==> src/rtl/i2c_eeprom_seq.sv <==
// i2c_eeprom_seq: I2C slave sequencer for a 256-byte EEPROM array (32 pages x 8 bytes).
// Oversamples SCL/SDA on clk and decodes START/STOP, the device address, the word
// address and data bytes. It handles byte writes, page-wrapped writes and sequential reads.
// Optional feature macro: I2C_EEPROM_WP_EN adds the wp input. While wp=1, data bytes are
// NACKed and are not written.
`timescale 1ns/1ps
module i2c_eeprom_seq #(
  parameter logic [6:0] DEV_ADDR = 7'b1010000
) (
  input  logic       clk,
  input  logic       reset_n,
  input  logic       scl_i,
  input  logic       sda_i,
`ifdef I2C_EEPROM_WP_EN
  input  logic       wp,
`endif
  output logic       sda_oe,
  output logic [7:0] mem_addr,
  output logic [7:0] mem_wdata,
  output logic       mem_we,
  input  logic [7:0] mem_rdata,
  output logic       busy
);

  typedef enum logic [3:0] {
    IDLE, DEVADDR, DEVACK, WORDADDR, WAACK, WRDATA, WRACK, RDDATA, RDACK
  } state_t;

  logic       wp_act;
`ifdef I2C_EEPROM_WP_EN
  assign wp_act = wp;
`else
  assign wp_act = 1'b0;
`endif

  // The synchronisers reset to the idle-bus level, so releasing reset never fakes a START.
  logic [1:0] scl_sync, sda_sync;
  logic       scl_q, sda_q;

  // Two-flop synchronisers plus one delayed copy of each signal for edge detection
  always_ff @(posedge clk or negedge reset_n) begin
    if (!reset_n) begin
      scl_sync <= 2'b11;
      sda_sync <= 2'b11;
      scl_q    <= 1'b1;
      sda_q    <= 1'b1;
    end else begin
      scl_sync <= {scl_sync[0], scl_i};
      sda_sync <= {sda_sync[0], sda_i};
      scl_q    <= scl_sync[1];
      sda_q    <= sda_sync[1];
    end
  end

  logic scl_s, sda_s, scl_rise, scl_fall, start_det, stop_det;
  assign scl_s     = scl_sync[1];
  assign sda_s     = sda_sync[1];
  assign scl_rise  = scl_s & ~scl_q;
  assign scl_fall  = ~scl_s & scl_q;
  assign start_det = scl_s & scl_q & sda_q & ~sda_s;
  assign stop_det  = scl_s & scl_q & ~sda_q & sda_s;

  // shreg holds the 7 bits already received; the 8th bit comes straight from sda_s.
  // During reads it holds the bits still to be sent.
  state_t     state, state_n;
  logic [2:0] bit_cnt, bit_n;
  logic [6:0] shreg, sh_n;
  logic [7:0] addr_n, wdata_n, byte_in;
  logic       oe_n, we_n, busy_n;
  logic       rw, rw_n;
  logic       ack_ph, ph_n;   // 0: waiting for the fall that opens the ACK slot, 1: inside it
  logic       blk, blk_n;     // the current data byte was refused (write-protect)
  logic       byte_done;

  assign byte_in   = {shreg, sda_s};
  assign byte_done = scl_rise && (bit_cnt == 3'd7);

  // State and datapath registers
  always_ff @(posedge clk or negedge reset_n) begin
    if (!reset_n) begin
      state     <= IDLE;
      bit_cnt   <= 3'd0;
      shreg     <= 7'd0;
      mem_addr  <= 8'd0;
      mem_wdata <= 8'd0;
      mem_we    <= 1'b0;
      sda_oe    <= 1'b0;
      rw        <= 1'b0;
      ack_ph    <= 1'b0;
      blk       <= 1'b0;
      busy      <= 1'b0;
    end else begin
      state     <= state_n;
      bit_cnt   <= bit_n;
      shreg     <= sh_n;
      mem_addr  <= addr_n;
      mem_wdata <= wdata_n;
      mem_we    <= we_n;
      sda_oe    <= oe_n;
      rw        <= rw_n;
      ack_ph    <= ph_n;
      blk       <= blk_n;
      busy      <= busy_n;
    end
  end

  // Next-state logic. Bits are sampled on SCL rise, and SDA is driven only on SCL fall.
  // mem_addr mirrors the address register at all times. mem_rdata therefore settles long
  // before the SCL fall that starts a read byte.
  always_comb begin
    state_n = state;
    bit_n   = bit_cnt;
    sh_n    = shreg;
    addr_n  = mem_addr;
    wdata_n = mem_wdata;
    we_n    = 1'b0;
    oe_n    = sda_oe;
    rw_n    = rw;
    ph_n    = ack_ph;
    blk_n   = blk;
    if (stop_det) begin
      state_n = IDLE;
      oe_n    = 1'b0;
    end else if (start_det) begin
      state_n = DEVADDR;
      bit_n   = 3'd0;
      oe_n    = 1'b0;
    end else begin
      case (state)
        DEVADDR: if (scl_rise) begin
          sh_n  = byte_in[6:0];
          bit_n = bit_cnt + 3'd1;
          if (byte_done) begin
            ph_n = 1'b0;
            if (byte_in[7:1] == DEV_ADDR) begin
              state_n = DEVACK;
              rw_n    = byte_in[0];
            end else begin
              state_n = IDLE;
            end
          end
        end
        WORDADDR: if (scl_rise) begin
          sh_n  = byte_in[6:0];
          bit_n = bit_cnt + 3'd1;
          if (byte_done) begin
            addr_n  = byte_in;
            ph_n    = 1'b0;
            state_n = WAACK;
          end
        end
        WRDATA: if (scl_rise) begin
          sh_n  = byte_in[6:0];
          bit_n = bit_cnt + 3'd1;
          if (byte_done) begin
            blk_n   = wp_act;
            we_n    = ~wp_act;
            wdata_n = byte_in;
            ph_n    = 1'b0;
            state_n = WRACK;
          end
        end
        DEVACK, WAACK, WRACK: if (scl_fall) begin
          bit_n = 3'd0;
          if (!ack_ph) begin
            ph_n = 1'b1;
            oe_n = (state == WRACK) ? ~blk : 1'b1;
          end else begin
            ph_n = 1'b0;
            oe_n = 1'b0;
            if (state == DEVACK && rw) begin
              state_n = RDDATA;
              sh_n    = mem_rdata[6:0];
              oe_n    = ~mem_rdata[7];
            end else if (state == DEVACK) begin
              state_n = WORDADDR;
            end else begin
              state_n = WRDATA;
              if (state == WRACK && !blk)
                addr_n = {mem_addr[7:3], mem_addr[2:0] + 3'd1};
            end
          end
        end
        RDDATA: begin
          if (scl_rise) begin
            bit_n = bit_cnt + 3'd1;
            if (bit_cnt == 3'd7) begin
              ph_n    = 1'b0;
              state_n = RDACK;
            end
          end else if (scl_fall) begin
            oe_n = ~shreg[6];
            sh_n = {shreg[5:0], 1'b0};
          end
        end
        RDACK: begin
          if (scl_fall && !ack_ph) begin
            oe_n = 1'b0;
            ph_n = 1'b1;
          end else if (scl_rise && ack_ph) begin
            if (sda_s) state_n = IDLE;
            else       addr_n  = mem_addr + 8'd1;
          end else if (scl_fall && ack_ph) begin
            ph_n    = 1'b0;
            bit_n   = 3'd0;
            state_n = RDDATA;
            sh_n    = mem_rdata[6:0];
            oe_n    = ~mem_rdata[7];
          end
        end
        default: oe_n = 1'b0;
      endcase
    end
    busy_n = (state_n != IDLE);
  end

endmodule

==> config.mk <==
export PLATFORM = sky130hd
export DESIGN_NAME = i2c_eeprom_seq
export DESIGN_NICKNAME = d
export VERILOG_FILES = /design/src/rtl/i2c_eeprom_seq.sv
export SDC_FILE = /design/constraint.sdc
export NUM_CORES = 1
export LEC_CHECK = 0
export BUFFER_PORTS_ARGS = -buffer_cell sky130_fd_sc_hd__buf_2
export CAP_MARGIN = 20
export CORE_ASPECT_RATIO = 1.1
export CORE_MARGIN = 4
export CORE_UTILIZATION = 30
export CTS_CLUSTER_DIAMETER = 100
export DETAILED_ROUTE_END_ITERATION = 10
export SLEW_MARGIN = 20
export SYNTH_ARGS = -nofsm -noshare
export SYNTH_HDL_FRONTEND = slang
export SYNTH_SLANG_ARGS = --single-unit
==> constraint.sdc <==
create_clock -name clk -period 5.55 [get_ports clk]
set_clock_uncertainty 0.2 [all_clocks]
set_input_delay 1.11 -clock clk [delete_from_list [all_inputs] [get_ports clk]]
set_output_delay 1.11 -clock clk [all_outputs]
set_load 0.02 [all_outputs]
After elaboration in Yosys (flattened, before gate mapping)
Cells that the tools add are included.
Word-level totals
  output and inout port bits: 19
  word-level logic and storage cells: 172
  bits of input ports: 12
  register bits: 41
Cells by class
  equal/unequal tests: 42
  reduce and logical (&&, ||, !) cells: 22
  muxes and demuxes: 74
  bitwise gates (word level): 16
  $add $sub $neg: 3
Operators by type and width (count)
  4-bit two-way mux: 16
  7-bit two-way mux: 9
  8-bit two-way mux: 5
  3-bit two-way mux: 13
  2-bit != test, second input constant: 17
  7-bit one-hot mux with 4 select lines: 1
  1-bit two-way mux: 24
  4-bit one-hot mux with 6 select lines: 1
  8-bit one-hot mux with 3 select lines: 1
  3-bit != test, second input constant: 6
  4-bit by 3-bit == test with 1-bit output, second input constant: 4
  13-bit AND reduction: 1
  4-bit != test, second input constant: 3
  12-bit AND reduction: 1
  6-bit AND reduction: 2
  4-bit nonzero test: 3
  5-bit != test, second input constant: 2
  10-bit AND reduction: 1
  1-bit NOT: 9
  3-bit one-hot mux with 3 select lines: 1
  9-bit AND reduction: 1
  8-bit by 1-bit adder with 8-bit output, second input constant: 1
  4-bit by 2-bit == test with 1-bit output, second input constant: 2
  1-bit one-hot mux with 4 select lines: 2
  other kinds (17): 31

Longest topological paths before layout
  depth in word-level cells: 10
  depth in mapped cells: 7
  gate-level depth less buffers: 7

Worst setup path before layout
OpenSTA, ideal clock, no wires.
  path type: register to register
  from: register bit_cnt[0]
  to: register mem_wdata[0]
  slack: 3550 ps
  stages on the path, launching flop included: 7
  buffers on the path: 0
  data arrival time: 1675 ps
  required time: 5225 ps
  period minus slack after synthesis: 2000 ps
  library setup time: 125 ps
  path through: dfrtp_1 ha_1 ha_1 and4b_1 nand2b_2 nor3_4 mux2_2
Between the ends
  word-level cells in the longest chain between the ends: 3
RTL lines
  start: declaration: RTL line 66  | logic [2:0] bit_cnt, bit_n;
  start signal: assignment: RTL line 94  | bit_cnt <= bit_n;
  3-bit == test: RTL line 76  | assign byte_done = scl_rise && (bit_cnt == 3'd7);
  1-bit logical AND: RTL line 76
  5-bit AND reduction (no source line)
  end signal: assignment: RTL line 97  | mem_wdata <= wdata_n;
  end: declaration: RTL line 19  | output logic [7:0] mem_wdata,
No other way between the ends.
A chain may end at the register's enable or synchronous reset.

Final worst setup path
  from: register state[0]
  to: register mem_wdata[1]
Between the ends
  word-level cells in the longest chain between the ends: 2
RTL lines
  start: declaration: RTL line 65  | state_t state, state_n;
  start signal: assignment: RTL line 93  | state <= state_n;
  4-bit by 3-bit == test with 1-bit output: RTL line 129  | case (state)
  5-bit AND reduction (no source line)
No other way between the ends.

==> metrics.md <==
| Metric | Value |
|---|---|
| Leakage | between 1 and 1.5 nW |
| Number of instances in the placed design | approximately 360 |
| Worst min-delay path endpoint | scl_sync[1] |
| # H-tree levels | 2 |
| Share of the yosys chip area belonging to registers | a little over two fifths |
| Sinks on Clock Net | 41 |
| Hold path startpoint | scl_sync[0] |
| N_diodes | 0 |
| Total detailed-routing wirelength | ~5.7 mm |
| Total cell area at the placement stage | around 2600 um^2 |
| Area of the core | around 7600 um^2 |
| Cells after Synth | roughly 240 |
| Number of nets produced by synthesis | around 250 |
| Pin count of the biggest net entering global routing | 42 |
| Primary flip-flop cell chosen by synthesis mapping | dfrtp_1 |
| Top-Level Pins | 31 |
| Clock tree from TritonCTS | yes |
| Core Rows | 33 |
| Horiz. Die Dim | between 90 and 100 um |
| Total DRC errors in the routed layout | 0 |
| Worst stage delay on the critical path | ~0.72 ns |
| Number of filler cells placed in the layout | between 700 and 800 |
| Pre-CTS setup slack | 3.15 ns |
| Worst Reg-to-Reg Cells | 4 |
| Slew Viols, Final | 0 |
| Transition at the pin with the smallest max-transition slack | between 0.9 and 1 ns |
| Remaining max-slew budget at the tightest pin | 38.4% |
| Share of the core filled with cells in the final layout | between 30% and 40% |
| Area growth syn-to-layout | 13.6% |
| Detailed Place HPWL | around 4.1 mm |
| Wire length per cell after detailed routing | 15.3 um |
| Class of the worst hold path | flop to flop |
| Die extent in y | around 100 um |
| Data arrival time of the critical path | ~2.4 ns |
| Number of cells upsized or downsized after cts | 0 |
| Post-CTS Setup Repair Bufs | 0 |
| Fmax | 414 MHz |
| Endpoint required time on the critical path | roughly 5.5 ns |
| Final Hold Violating Endpoints | 0 |
| Period Utilization, post-route | a little over two fifths |
| Reg-to-reg slack, setup | 3.14 ns |
| Average footprint of a synthesized cell | just under 10 um^2 |
| Length of the first detailed-routing pass in iterations | 5 |
| Total of buffers placed on input and output ports | 30 |
| Hold Path Stages | 0 |
| Via Count | 1897 |
| Hold Buf Count CTS | 0 |
| Overall track demand over capacity in global routing | 12.5% |
| Time the final worst path needs with I/O delays and setup | about 2.4 ns |
| Post-synth EDFFs | 0 |
| Number of buffers created by CTS | 5 |
| Root buf cell | clkbuf_8 |
| Count of yosys warnings during synthesis | 0 |
| Total die area | roughly 9400 um^2 |
| Setup-violating endpoint count in the final report | 0 |
| Net load switching power | approximately 0.26 mW |
| Launching element type of the critical path | flop |
| Clock slew seen by the registers of the worst setup and hold paths | around 0.080 ns |
| DR vias/cell | 5.13 |
| Largest vdd supply drop | about 0.12 mV |
| Layout cells sized above 1 | 28.3% |
| Effective utilization at floorplan | a little under a third |
| Status | completed |
| Via count of the first global-routing pass | between 1500 and 2000 |
| Asr flop ratio synth | 100% |
| Power share of the clock group | a little under a third |
| Maximum clock insertion buffer count | 2 |
| Count of nets left with antenna violations after detail routing | 0 |
| Number of antenna violations at the first check in global routing | 0 |
| Critical path cell sequence | and4b_1 -> nand2b_2 -> nor3_4 -> mux2_2 |
| FF+latch count, synth | between 40 and 50 |
| Final estimated routing congestion in global placement | 0.922 |
| Slowest stage cell, crit path | dfrtp_1 |
| Max-cap viol count | 0 |
| Endpoint of the worst-slack reg-to-reg timing path | mem_wdata[1] |
| Post-route design area | 2700 um^2 |
| Area of the mapped netlist | 2380 um^2 |
| Post-synthesis cell type count | 66 |
| P_int | 0.577 mW |
| Register share of total power | between 40 and 50% |
| RSZ-0062 raised after global routing | no |
| Critical path fanouts, max | 18 |
| NumNets Final | approximately 280 |
| First-pass GRT wire length | 9.51 mm |
| Initial DRC Count | about 190 |
| Power density of the placed cells | approximately 310 nW/um^2 |
| Final total negative setup slack | 0 ns |
| Gr ovfl total | 0 |
| Proportion of total power due to net switching | a little under a third |
| Worst reg2reg path startpoint | state[0] |
| Count of non-filler cells in the finished layout | between 300 and 400 |
| Final worst slack | between 3 and 4 ns |
| Worst-Skew Late Latency | between 0.2 and 0.3 ns |
| Classification of the worst setup path | flop to flop |
| Category of the worst setup path capture point | flop |
| Proportion of power drawn by combinational gates | 20.7% |
critical path: cells and delay by family (launching register included):
kind | cells | cell delay (ns)
simple gates | 3 | 0.99
mux | 1 | 0.39
flops | 1 | 0.72
stage by stage:
step / hold WS (ns) / total power [mW]
floorplan: 0.145 / 0.536
global placement: 0.146 / 0.590
detailed placement: 0.147 / 0.593
CTS: 0.159 / 0.849
global route: 0.159 / 0.886
finish: 0.158 / 0.841
cell type report:
class	count	area, um^2	share of cell area (%)
Inverter	5	18.8	0.695
Sequential cell	41	1030	38.3
Timing Repair Buffer	30	150	5.56
Multi-Input combinational cell	181	1250	46.2
Clock buffer	6	82.6	3.06
Tap cell	105	131	4.87
Clock inverter	2	37.5	1.39
power by group through the flow:
stage          sequential (mW)  clock [mW]  combinational, mW
2_1_floorplan            0.387           0              0.149
3_3_place_gp             0.418           0              0.172
3_5_place_dp             0.418           0              0.175
4_1_cts                  0.411       0.262              0.176
5_1_grt                  0.420       0.270              0.196
6_report                 0.413       0.254              0.174
logic make-up (layout without fill, tap and decap cells):
group | after synthesis | in the layout | share of synthesized area, %
AOI/OAI and AO/OA | 66 | 66 | 19.6
xor gates and xnor gates | 1 | 1 | 0.369
adders and majority gates | 3 | 3 | 1.58
buffers and inverters | 17 | 43 | 4.05
DFF | 41 | 41 | 43.5
muxes | 17 | 17 | 8.06
and+or+nand+nor | 94 | 94 | 22.8
Yosys cell counts, drive strengths merged (2+ instances only):
cell | instances | share of area, %
a211oi | 2 | 0.63
a21oi | 9 | 2.1
a22o | 2 | 0.74
a22oi | 3 | 0.95
a2bb2oi | 2 | 0.74
a31oi | 2 | 0.53
and2b | 5 | 1.7
and3 | 5 | 1.3
and4b | 2 | 0.84
buf | 10 | 2.9
clkbuf | 2 | 0.37
dfrtp | 35 | 37
dfstp | 6 | 6.6
ha | 3 | 1.6
inv | 5 | 0.79
mux2 | 17 | 8.1
nand2 | 33 | 5.2
nand2b | 5 | 1.4
nand3 | 9 | 2.4
nand3b | 2 | 0.63
nor2 | 13 | 2.1
nor2b | 4 | 1.1
nor3 | 4 | 1.3
nor3b | 3 | 0.95
o211ai | 3 | 1.4
o21a | 2 | 0.63
o21ai | 22 | 4.8
o22ai | 2 | 0.79
o2bb2ai | 2 | 0.74
routing by layer:
layer  vias to the layer above  wire [um]  GRT usage (%)
met2                        48       2700           19.5
li1                        928          -              -
met4                         0        133           5.52
met5                         -          0              0
met3                        11        208           1.86
met1                       910       2630           17.3
registers in the layout, indices dropped and copies added (netlist names):
signal / flops
bit_cnt: 3
mem_addr: 8
sda_sync: 2
state: 4
sda_q: 1
busy: 1
ack_ph: 1
scl_q: 1
rw: 1
shreg: 7
sda_oe: 1
mem_we: 1
scl_sync: 2
mem_wdata: 8
cells in the final DEF (no fill, tap or decap), types with 2 or more instances in the layout:
cell | Yosys | layout
a211oi_1 | 2 | 2
a21oi_1 | 8 | 8
a22o_1 | 2 | 2
a22oi_1 | 3 | 3
a2bb2oi_1 | 2 | 2
a31oi_1 | 2 | 2
and2b_1 | 4 | 4
and3_1 | 5 | 5
and4b_1 | 2 | 2
buf_2 | 7 | 30
clkbuf_8 | 0 | 6
dfrtp_1 | 35 | 35
dfstp_2 | 6 | 6
ha_1 | 3 | 3
inv_1 | 4 | 4
mux2_2 | 17 | 17
nand2_1 | 33 | 33
nand2b_1 | 4 | 4
nand3_1 | 8 | 8
nand3b_1 | 2 | 2
nor2_1 | 13 | 13
nor2b_1 | 4 | 4
nor3_1 | 3 | 3
nor3b_1 | 3 | 3
o211ai_2 | 2 | 2
o21a_1 | 2 | 2
o21ai_0 | 20 | 20
o2bb2ai_1 | 2 | 2
how the worst max path moves through the flow:
stage                from      endpoint  slack [ns]  cells past startpoint
4_1_cts          state[0]  mem_wdata[0]        3.13                      4
5_1_grt          state[0]  mem_wdata[2]        3.01                      4
3_3_place_gp     state[0]  mem_wdata[3]        3.19                      4
2_1_floorplan  bit_cnt[0]  mem_wdata[0]        3.55                      6
3_5_place_dp     state[0]  mem_wdata[1]        3.15                      4
6_report         state[0]  mem_wdata[1]        3.14                      4
Power figures use the tool's default switching activity.
